==> config.mk <==
export PLATFORM = sky130hd
export DESIGN_NAME = trg_mon_frame_builder
export DESIGN_NICKNAME = d
export VERILOG_FILES = /design/src/rtl/trg_mon_pkg.sv /design/src/rtl/trg_mon_csum.sv /design/src/rtl/trg_mon_frame_builder.sv
export SDC_FILE = /design/constraint.sdc
export NUM_CORES = 1
export LEC_CHECK = 0
export ABC_AREA = 0
export CELL_PAD_IN_SITES_DETAIL_PLACEMENT = 0
export CELL_PAD_IN_SITES_GLOBAL_PLACEMENT = 1
export CORE_AREA = 2 2 112 114
export CTS_CLUSTER_DIAMETER = 40
export DETAILED_ROUTE_END_ITERATION = 16
export DIE_AREA = 0 0 114 116
export PLACE_DENSITY_LB_ADDON = 0.2
export SLEW_MARGIN = 20
export SYNTH_ARGS = -nofsm -noshare
export SYNTH_HDL_FRONTEND = slang
export SYNTH_HIERARCHICAL = 1
export SYNTH_SLANG_ARGS = --single-unit
==> constraint.sdc <==
create_clock -name clk_in -period 5 [get_ports clk_in]
set_clock_uncertainty 0.2 [all_clocks]
set_input_delay 1 -clock clk_in [delete_from_list [all_inputs] [get_ports clk_in]]
set_output_delay 1 -clock clk_in [all_outputs]
set_load 0.05 [all_outputs]
==> src/rtl/trg_mon_pkg.sv <==
// Shared definitions for the trigger monitor frame builder.
// Holds the FSM state encoding, default frame/window constants and the
// CRC-16-CCITT word update used when TRG_MON_CRC_EN is defined.
package trg_mon_pkg;

    localparam int unsigned WORD_W = 16;
    localparam int unsigned ADDR_W = 8;

    localparam logic [ADDR_W-1:0] DEF_ADDR_FIRST = 8'h02;
    localparam logic [ADDR_W-1:0] DEF_ADDR_LAST  = 8'h22;
    localparam logic [WORD_W-1:0] DEF_HDR_WORD   = 16'hEB90;

    localparam logic [WORD_W-1:0] CRC_POLY = 16'h1021;
    localparam logic [WORD_W-1:0] CRC_INIT = 16'hFFFF;

    typedef enum logic [2:0] {
        ST_IDLE     = 3'd0,
        ST_HDR      = 3'd1,
        ST_SEQ      = 3'd2,
        ST_RD_ISSUE = 3'd3,
        ST_RD_WAIT  = 3'd4,
        ST_DATA     = 3'd5,
        ST_CSUM     = 3'd6
    } state_e;

    // CRC-16-CCITT update over one 16-bit word, MSB first, no reflection.
    function automatic logic [WORD_W-1:0] crc16_word(input logic [WORD_W-1:0] crc,
                                                     input logic [WORD_W-1:0] data);
        logic [WORD_W-1:0] c;
        c = crc;
        for (int i = WORD_W - 1; i >= 0; i--) begin
            if (c[WORD_W-1] ^ data[i]) begin
                c = {c[WORD_W-2:0], 1'b0} ^ CRC_POLY;
            end else begin
                c = {c[WORD_W-2:0], 1'b0};
            end
        end
        return c;
    endfunction

endpackage

==> src/rtl/trg_mon_csum.sv <==
// Frame check-word accumulator.
// Build option: TRG_MON_CRC_EN selects CRC-16-CCITT (init FFFF); otherwise
// a modulo-2^16 sum.
// Ports:
//   clk_in, rst_in : clock, async active-high reset (accumulator -> 0)
//   clr_in         : restart accumulation for a new frame
//   add_in         : fold word_in into the accumulator this cycle
//   word_in        : word to accumulate
//   csum_out       : current accumulator value
module trg_mon_csum
    import trg_mon_pkg::*;
(
    input  logic              clk_in,
    input  logic              rst_in,
    input  logic              clr_in,
    input  logic              add_in,
    input  logic [WORD_W-1:0] word_in,
    output logic [WORD_W-1:0] csum_out
);

    logic [WORD_W-1:0] acc_q;
    logic [WORD_W-1:0] acc_d;
    logic [WORD_W-1:0] acc_init;
    logic [WORD_W-1:0] acc_next;

`ifdef TRG_MON_CRC_EN
    assign acc_init = CRC_INIT;
    assign acc_next = crc16_word(acc_q, word_in);
`else
    assign acc_init = '0;
    assign acc_next = WORD_W'(acc_q + word_in);
`endif

    // Clear wins over add; they never coincide in the frame FSM.
    always_comb begin
        acc_d = acc_q;
        if (clr_in) begin
            acc_d = acc_init;
        end else if (add_in) begin
            acc_d = acc_next;
        end
    end

    always_ff @(posedge clk_in or posedge rst_in) begin
        if (rst_in) begin
            acc_q <= '0;
        end else begin
            acc_q <= acc_d;
        end
    end

    assign csum_out = acc_q;

endmodule

==> src/rtl/trg_mon_frame_builder.sv <==
// Monitor readout sequencer: reads the monitor bank across
// [ADDR_FIRST, ADDR_LAST] and emits a valid/ready framed stream:
// header, sequence number, data words, check word (tx_last_out).
// Build option: TRG_MON_CRC_EN (check word is CRC-16-CCITT instead of sum).
// Ports:
//   clk_in, rst_in          : clock, async active-high reset
//   mon_req_in              : frame request (pulse or level)
//   rd_out, rd_addr_out     : bank read strobe / address
//   mon_data_in             : bank data, valid the cycle after rd_out
//   tx_data_out/valid/ready/last : outbound frame stream
//   busy_out                : frame in progress
//   frame_cnt_out           : completed frames (wraps)
//   req_drop_cnt_out        : dropped requests (saturates)
module trg_mon_frame_builder
    import trg_mon_pkg::*;
#(
    parameter logic [ADDR_W-1:0] ADDR_FIRST = DEF_ADDR_FIRST,
    parameter logic [ADDR_W-1:0] ADDR_LAST  = DEF_ADDR_LAST,
    parameter logic [WORD_W-1:0] HDR_WORD   = DEF_HDR_WORD
) (
    input  logic              clk_in,
    input  logic              rst_in,
    input  logic              mon_req_in,
    output logic              rd_out,
    output logic [ADDR_W-1:0] rd_addr_out,
    input  logic [WORD_W-1:0] mon_data_in,
    output logic [WORD_W-1:0] tx_data_out,
    output logic              tx_valid_out,
    input  logic              tx_ready_in,
    output logic              tx_last_out,
    output logic              busy_out,
    output logic [WORD_W-1:0] frame_cnt_out,
    output logic [WORD_W-1:0] req_drop_cnt_out
);

    state_e            state_q, state_d;
    logic [ADDR_W-1:0] addr_q, addr_d;
    logic              pend_q, pend_d;
    logic [WORD_W-1:0] frame_cnt_q, frame_cnt_d;
    logic [WORD_W-1:0] drop_cnt_q, drop_cnt_d;
    logic [WORD_W-1:0] tx_data_q, tx_data_d;
    logic              tx_valid_q, tx_valid_d;
    logic              tx_last_q, tx_last_d;
    logic              rd_q, rd_d;
    logic              busy_q, busy_d;

    logic              hs;
    logic              cs_clr, cs_add;
    logic [WORD_W-1:0] cs_word, cs_val;

    assign hs = tx_valid_q & tx_ready_in;

    trg_mon_csum u_csum (
        .clk_in   (clk_in),
        .rst_in   (rst_in),
        .clr_in   (cs_clr),
        .add_in   (cs_add),
        .word_in  (cs_word),
        .csum_out (cs_val)
    );

    // Next state, counters and registered outputs (decoded from state_d so
    // each output is aligned with the state it belongs to).
    always_comb begin
        state_d     = state_q;
        addr_d      = addr_q;
        pend_d      = pend_q;
        frame_cnt_d = frame_cnt_q;
        drop_cnt_d  = drop_cnt_q;
        tx_data_d   = tx_data_q;
        tx_valid_d  = 1'b0;
        tx_last_d   = 1'b0;
        rd_d        = 1'b0;
        busy_d      = 1'b0;
        cs_clr      = 1'b0;
        cs_add      = 1'b0;
        cs_word     = tx_data_q;

        // Requests during a frame: one is remembered, further ones counted.
        if (mon_req_in && (state_q != ST_IDLE)) begin
            if (!pend_q) begin
                pend_d = 1'b1;
            end else if (drop_cnt_q != 16'hFFFF) begin
                drop_cnt_d = WORD_W'(drop_cnt_q + 16'd1);
            end
        end

        unique case (state_q)
            ST_IDLE: begin
                if (mon_req_in || pend_q) begin
                    state_d = ST_HDR;
                    pend_d  = 1'b0;
                    addr_d  = ADDR_FIRST;
                    cs_clr  = 1'b1;
                end
            end
            ST_HDR: begin
                if (hs) state_d = ST_SEQ;
            end
            ST_SEQ: begin
                if (hs) begin
                    cs_add  = 1'b1;
                    state_d = ST_RD_ISSUE;
                end
            end
            ST_RD_ISSUE: begin
                state_d = ST_RD_WAIT;
            end
            ST_RD_WAIT: begin
                cs_add    = 1'b1;
                cs_word   = mon_data_in;
                tx_data_d = mon_data_in;
                state_d   = ST_DATA;
            end
            ST_DATA: begin
                if (hs) begin
                    if (addr_q == ADDR_LAST) begin
                        state_d = ST_CSUM;
                    end else begin
                        addr_d  = ADDR_W'(addr_q + 8'd1);
                        state_d = ST_RD_ISSUE;
                    end
                end
            end
            ST_CSUM: begin
                if (hs) begin
                    frame_cnt_d = WORD_W'(frame_cnt_q + 16'd1);
                    state_d     = ST_IDLE;
                end
            end
            default: begin
                state_d = ST_IDLE;
            end
        endcase

        busy_d = (state_d != ST_IDLE);
        unique case (state_d)
            ST_HDR: begin
                tx_valid_d = 1'b1;
                tx_data_d  = HDR_WORD;
            end
            ST_SEQ: begin
                tx_valid_d = 1'b1;
                tx_data_d  = frame_cnt_q;
            end
            ST_RD_ISSUE: begin
                rd_d = 1'b1;
            end
            ST_DATA: begin
                tx_valid_d = 1'b1;
            end
            ST_CSUM: begin
                // Last add happened in RD_WAIT, so the accumulator is final here.
                tx_valid_d = 1'b1;
                tx_last_d  = 1'b1;
                tx_data_d  = cs_val;
            end
            default: begin
            end
        endcase
    end

    always_ff @(posedge clk_in or posedge rst_in) begin
        if (rst_in) begin
            state_q     <= ST_IDLE;
            addr_q      <= ADDR_FIRST;
            pend_q      <= 1'b0;
            frame_cnt_q <= '0;
            drop_cnt_q  <= '0;
            tx_data_q   <= '0;
            tx_valid_q  <= 1'b0;
            tx_last_q   <= 1'b0;
            rd_q        <= 1'b0;
            busy_q      <= 1'b0;
        end else begin
            state_q     <= state_d;
            addr_q      <= addr_d;
            pend_q      <= pend_d;
            frame_cnt_q <= frame_cnt_d;
            drop_cnt_q  <= drop_cnt_d;
            tx_data_q   <= tx_data_d;
            tx_valid_q  <= tx_valid_d;
            tx_last_q   <= tx_last_d;
            rd_q        <= rd_d;
            busy_q      <= busy_d;
        end
    end

    assign rd_out           = rd_q;
    assign rd_addr_out      = addr_q;
    assign tx_data_out      = tx_data_q;
    assign tx_valid_out     = tx_valid_q;
    assign tx_last_out      = tx_last_q;
    assign busy_out         = busy_q;
    assign frame_cnt_out    = frame_cnt_q;
    assign req_drop_cnt_out = drop_cnt_q;

endmodule
==> results.md <==
* Status: finished clean
* WHS at 305 ps
* Worst EP required at 5030 ps
* LEAKAGE at 2.54 nW
* Sw Share at 0.471
* Final Instance Count excl. Fillers at 696
* Fin util at 0.496
* Gate power share at 0.594
* Worst-path maximum fanout at 16
* Worst setup margin at 1190 ps
* Final setup vio count at 0
* Least-Margin Pin Slew at 1040 ps
* Num CTS Buffers at 9
* CTS H-tree lvls at 3
* Int Pwr at 0.00222 W
* Initial core utilization at 0.395
* Clock share of power at 0.155
* Die ar. at 13200 um2
* CTS Hold Buffers Added at 0
* FMAX at 263 MHz
* CP arrival at 3840 ps
* WL/cell at 17.3 um
* Setup crit end kind: register
* Share of cells above drive strength 1 at 0.0947
* Congestion Overflow GR at 0
* Iter 0 DRT Violations at 142
* First-pass GRT wire length at 19900 um
* Max-cap violations at 0
* Area added between synthesis and finish at 25.5%
* Power Dens Cells at 709 nW/um2
* Dpl ws at 1200 ps
* IO Pins at 80
* Via Count at 3807
* Total track usage at 0.193
* Sequential share of power at 0.252
* Main synth FF type: dfrtp_1
* Final Critical Period at 3810 ps
* Max-slew violation count at 0
* Worst-path clk slew at 60 ps
* Post-Syn Nets at 506
* Row cnt at 40
* Class of the worst hold path: reg -> reg
* Vias in the first global route at 3829
* Port Buffers at 79
* Post-route setup TNS at 0 ps
* Cell count after synthesis at 466
* Async S/R FF share, synth at 1.00
* Largest net degree at the start of global routing at 34
* Final hold vios at 0
* Synth warnings at 6
* Psw at 0.00197 W
* Placer Congestion at 0.851
* Filler cells at 1175
* Mapped cell area at 4700 um2
* Worst Setup Start Kind: register
* Post-route ant nets at 0
* CTS tree: built
* Crit Path Category: reg -> reg
* Die width at 114 um
* Placed Cells incl. Taps at 682
* Antenna violations before repair at 0
* Remaining DRCs at 0
* Post-DP HPWL at 8990 um
* Clock Path Buffers at 2
* Via/cell ratio at 5.47
* Fin crit share at 0.762
* Latest clock arrival within the worst-skew pair at 340 ps
* Core ar. at 11900 um2
* Pre-antenna DRT Iters at 4
* # Post-CTS Setup Buffers at 0
* Nets at 586
* Num Clock Sinks at 80
* Sequential fraction of the synthesis area at 0.426
* RSZ-0062 raised after global routing: false
* Slew headroom at 0.306
* Library cells used by synthesis at 70
* Synth Area per Inst at 10.1 um2
* FF+latch count, synth at 80
* EDFF count, synth at 0
* Maximum vdd drop at 0.000413 V
* PostCTS Resize Cnt at 0
* DRT Wirelength at 12000 um
* Die Span Y at 116 um
* Root cell of the clock tree: clkbuf_16
* Antenna cell count at 0
-- path summary, 6_finish.rpt --
| kind | start | end | slack (ps) | cells after the start |
|---|---|---|---|---|
| max | state_q[1]$_DFF_PP0_ | u_csum/csum_out[10]$_DFFE_PP0P_ | 1190 | 12 |
| min | req_drop_cnt_out[8]$_DFFE_PP0P_ | req_drop_cnt_out[8]$_DFFE_PP0P_ | 310 | 1 |
| max reg2reg | state_q[1]$_DFF_PP0_ | u_csum/csum_out[10]$_DFFE_PP0P_ | 1190 | 12 |
| min reg2reg | req_drop_cnt_out[8]$_DFFE_PP0P_ | req_drop_cnt_out[8]$_DFFE_PP0P_ | 310 | 1 |
| max in group asynchronous | rst_in | rd_addr_out[2]$_DFFE_PP0P_ | 2780 | 3 |
| min in group asynchronous | rst_in | frame_cnt_out[4]$_DFFE_PP0P_ | 900 | 2 |
-- final cells by class --
| type | count | area, um2 | area share |
|---|---|---|---|
| sequential | 80 | 2000 | 0.339 |
| inverter | 12 | 45.0 | 0.00763 |
| tap | 147 | 184 | 0.0311 |
| multi-input combinational | 359 | 2560 | 0.434 |
| clock inverter | 5 | 57.6 | 0.00975 |
| timing repair buffer | 84 | 828 | 0.140 |
| clock buffer | 9 | 225 | 0.0381 |
-- cells in the mapped netlist, types with 5 or more instances --
cell,count,share of area
mux2i_1,23,0.049
dfrtp_1,79,0.42
nand2b_1,5,0.0066
xnor2_1,31,0.058
nor3_1,11,0.012
nand4_1,8,0.011
a211oi_1,5,0.0080
o21ai_0,17,0.018
and2_1,6,0.0080
and3_1,14,0.019
mux2_2,19,0.045
inv_1,11,0.0088
xor2_1,9,0.017
a31oi_1,6,0.0080
nand3_1,18,0.019
clkbuf_1,5,0.0040
nor3b_1,5,0.0080
ha_1,19,0.051
o211ai_1,5,0.0080
nand2_1,35,0.028
a21oi_1,37,0.039
nor2_1,28,0.022
buf_2,5,0.0053
-- layout by cell type (no fill, tap or decap), types with 2 or more instances in the layout --
cell type	instances
a21o_1	4
a31oi_1	6
or3_1	2
buf_4	5
o21a_1	3
nor3_1	11
nor2b_1	3
xor2_1	9
inv_1	10
and4_1	2
o21ai_0	17
o21ai_1	3
clkbuf_16	9
a21oi_1	37
nand3_1	18
xnor2_1	31
inv_2	2
mux2i_1	23
nand2_1	35
nand4_1	8
clkdlybuf4s50_1	79
nand2b_1	5
mux2_2	19
o21bai_1	2
nor2_1	28
nand3b_1	4
and2_1	6
ha_1	19
clkinv_2	2
o311a_1	2
o211ai_1	5
nor3b_1	5
a211oi_1	5
dfrtp_1	79
and3_1	14
-- metal layers --
metal  vias to the layer above  part of all wire  track usage  routed length [um]
li1                       1857                 -            -                   -
met2                        90              0.45        0.305                5450
met3                        12             0.045       0.0450                 536
met4                         0             0.013       0.0610                 162
met1                      1848              0.49        0.265                5860
met5                         -                 0            0                   0
-- kinds of logic (layout without fill, tap and decap cells) --
kind of cell,count (synthesis),count (layout),synth area share
and+or+nand+nor,155,155,0.178
muxes,43,43,0.0968
buffers and inverters,27,110,0.0319
AOI/OAI and AO/OA,101,101,0.139
adders and majority gates,20,20,0.0548
xor gates and xnor gates,40,40,0.0745
DFF,80,80,0.426
-- through the flow --
| stage | area (um2) | power, W |
|---|---|---|
| finish | 5910 | 0.00419 |
| global route | 5910 | 0.00450 |
| CTS | 5910 | 0.00421 |
| detailed placement | 5620 | 0.00355 |
| global placement | 5620 | 0.00350 |
| floorplan | 4700 | 0.00292 |
-- power groups by stage --
stage / clock [W] / combinational [W] / sequential (W)
final: 0.000648 / 0.00249 / 0.00105
after global routing: 0.000692 / 0.00272 / 0.00109
after CTS: 0.000663 / 0.00249 / 0.00106
after detailed placement: 0 / 0.00248 / 0.00107
after global placement: 0 / 0.00244 / 0.00107
after floorplan: 0 / 0.00153 / 0.00139
-- registers in the layout (all words and copies together), names as in the netlist --
signal / count
tx_valid_out: 1
tx_last_out: 1
frame_cnt_out: 16
req_drop_cnt_out: 16
state_q: 3
pend_q: 1
busy_out: 1
u_csum/csum_out: 16
tx_data_out: 16
rd_out: 1
rd_addr_out: 8
-- worst max-delay path, stage by stage, from the launching register on --
cell	delay, ps
dfrtp_1	490
nand2b_1	220
nor2_2	690
mux2_2	320
ha_1	180
inv_1	60
fa_1	410
nor2b_1	180
o2111ai_1	140
nand3b_1	220
a31oi_1	140
and4b_1	220
a211o_1	220
No activity file was read; power rests on OpenSTA's default activity.
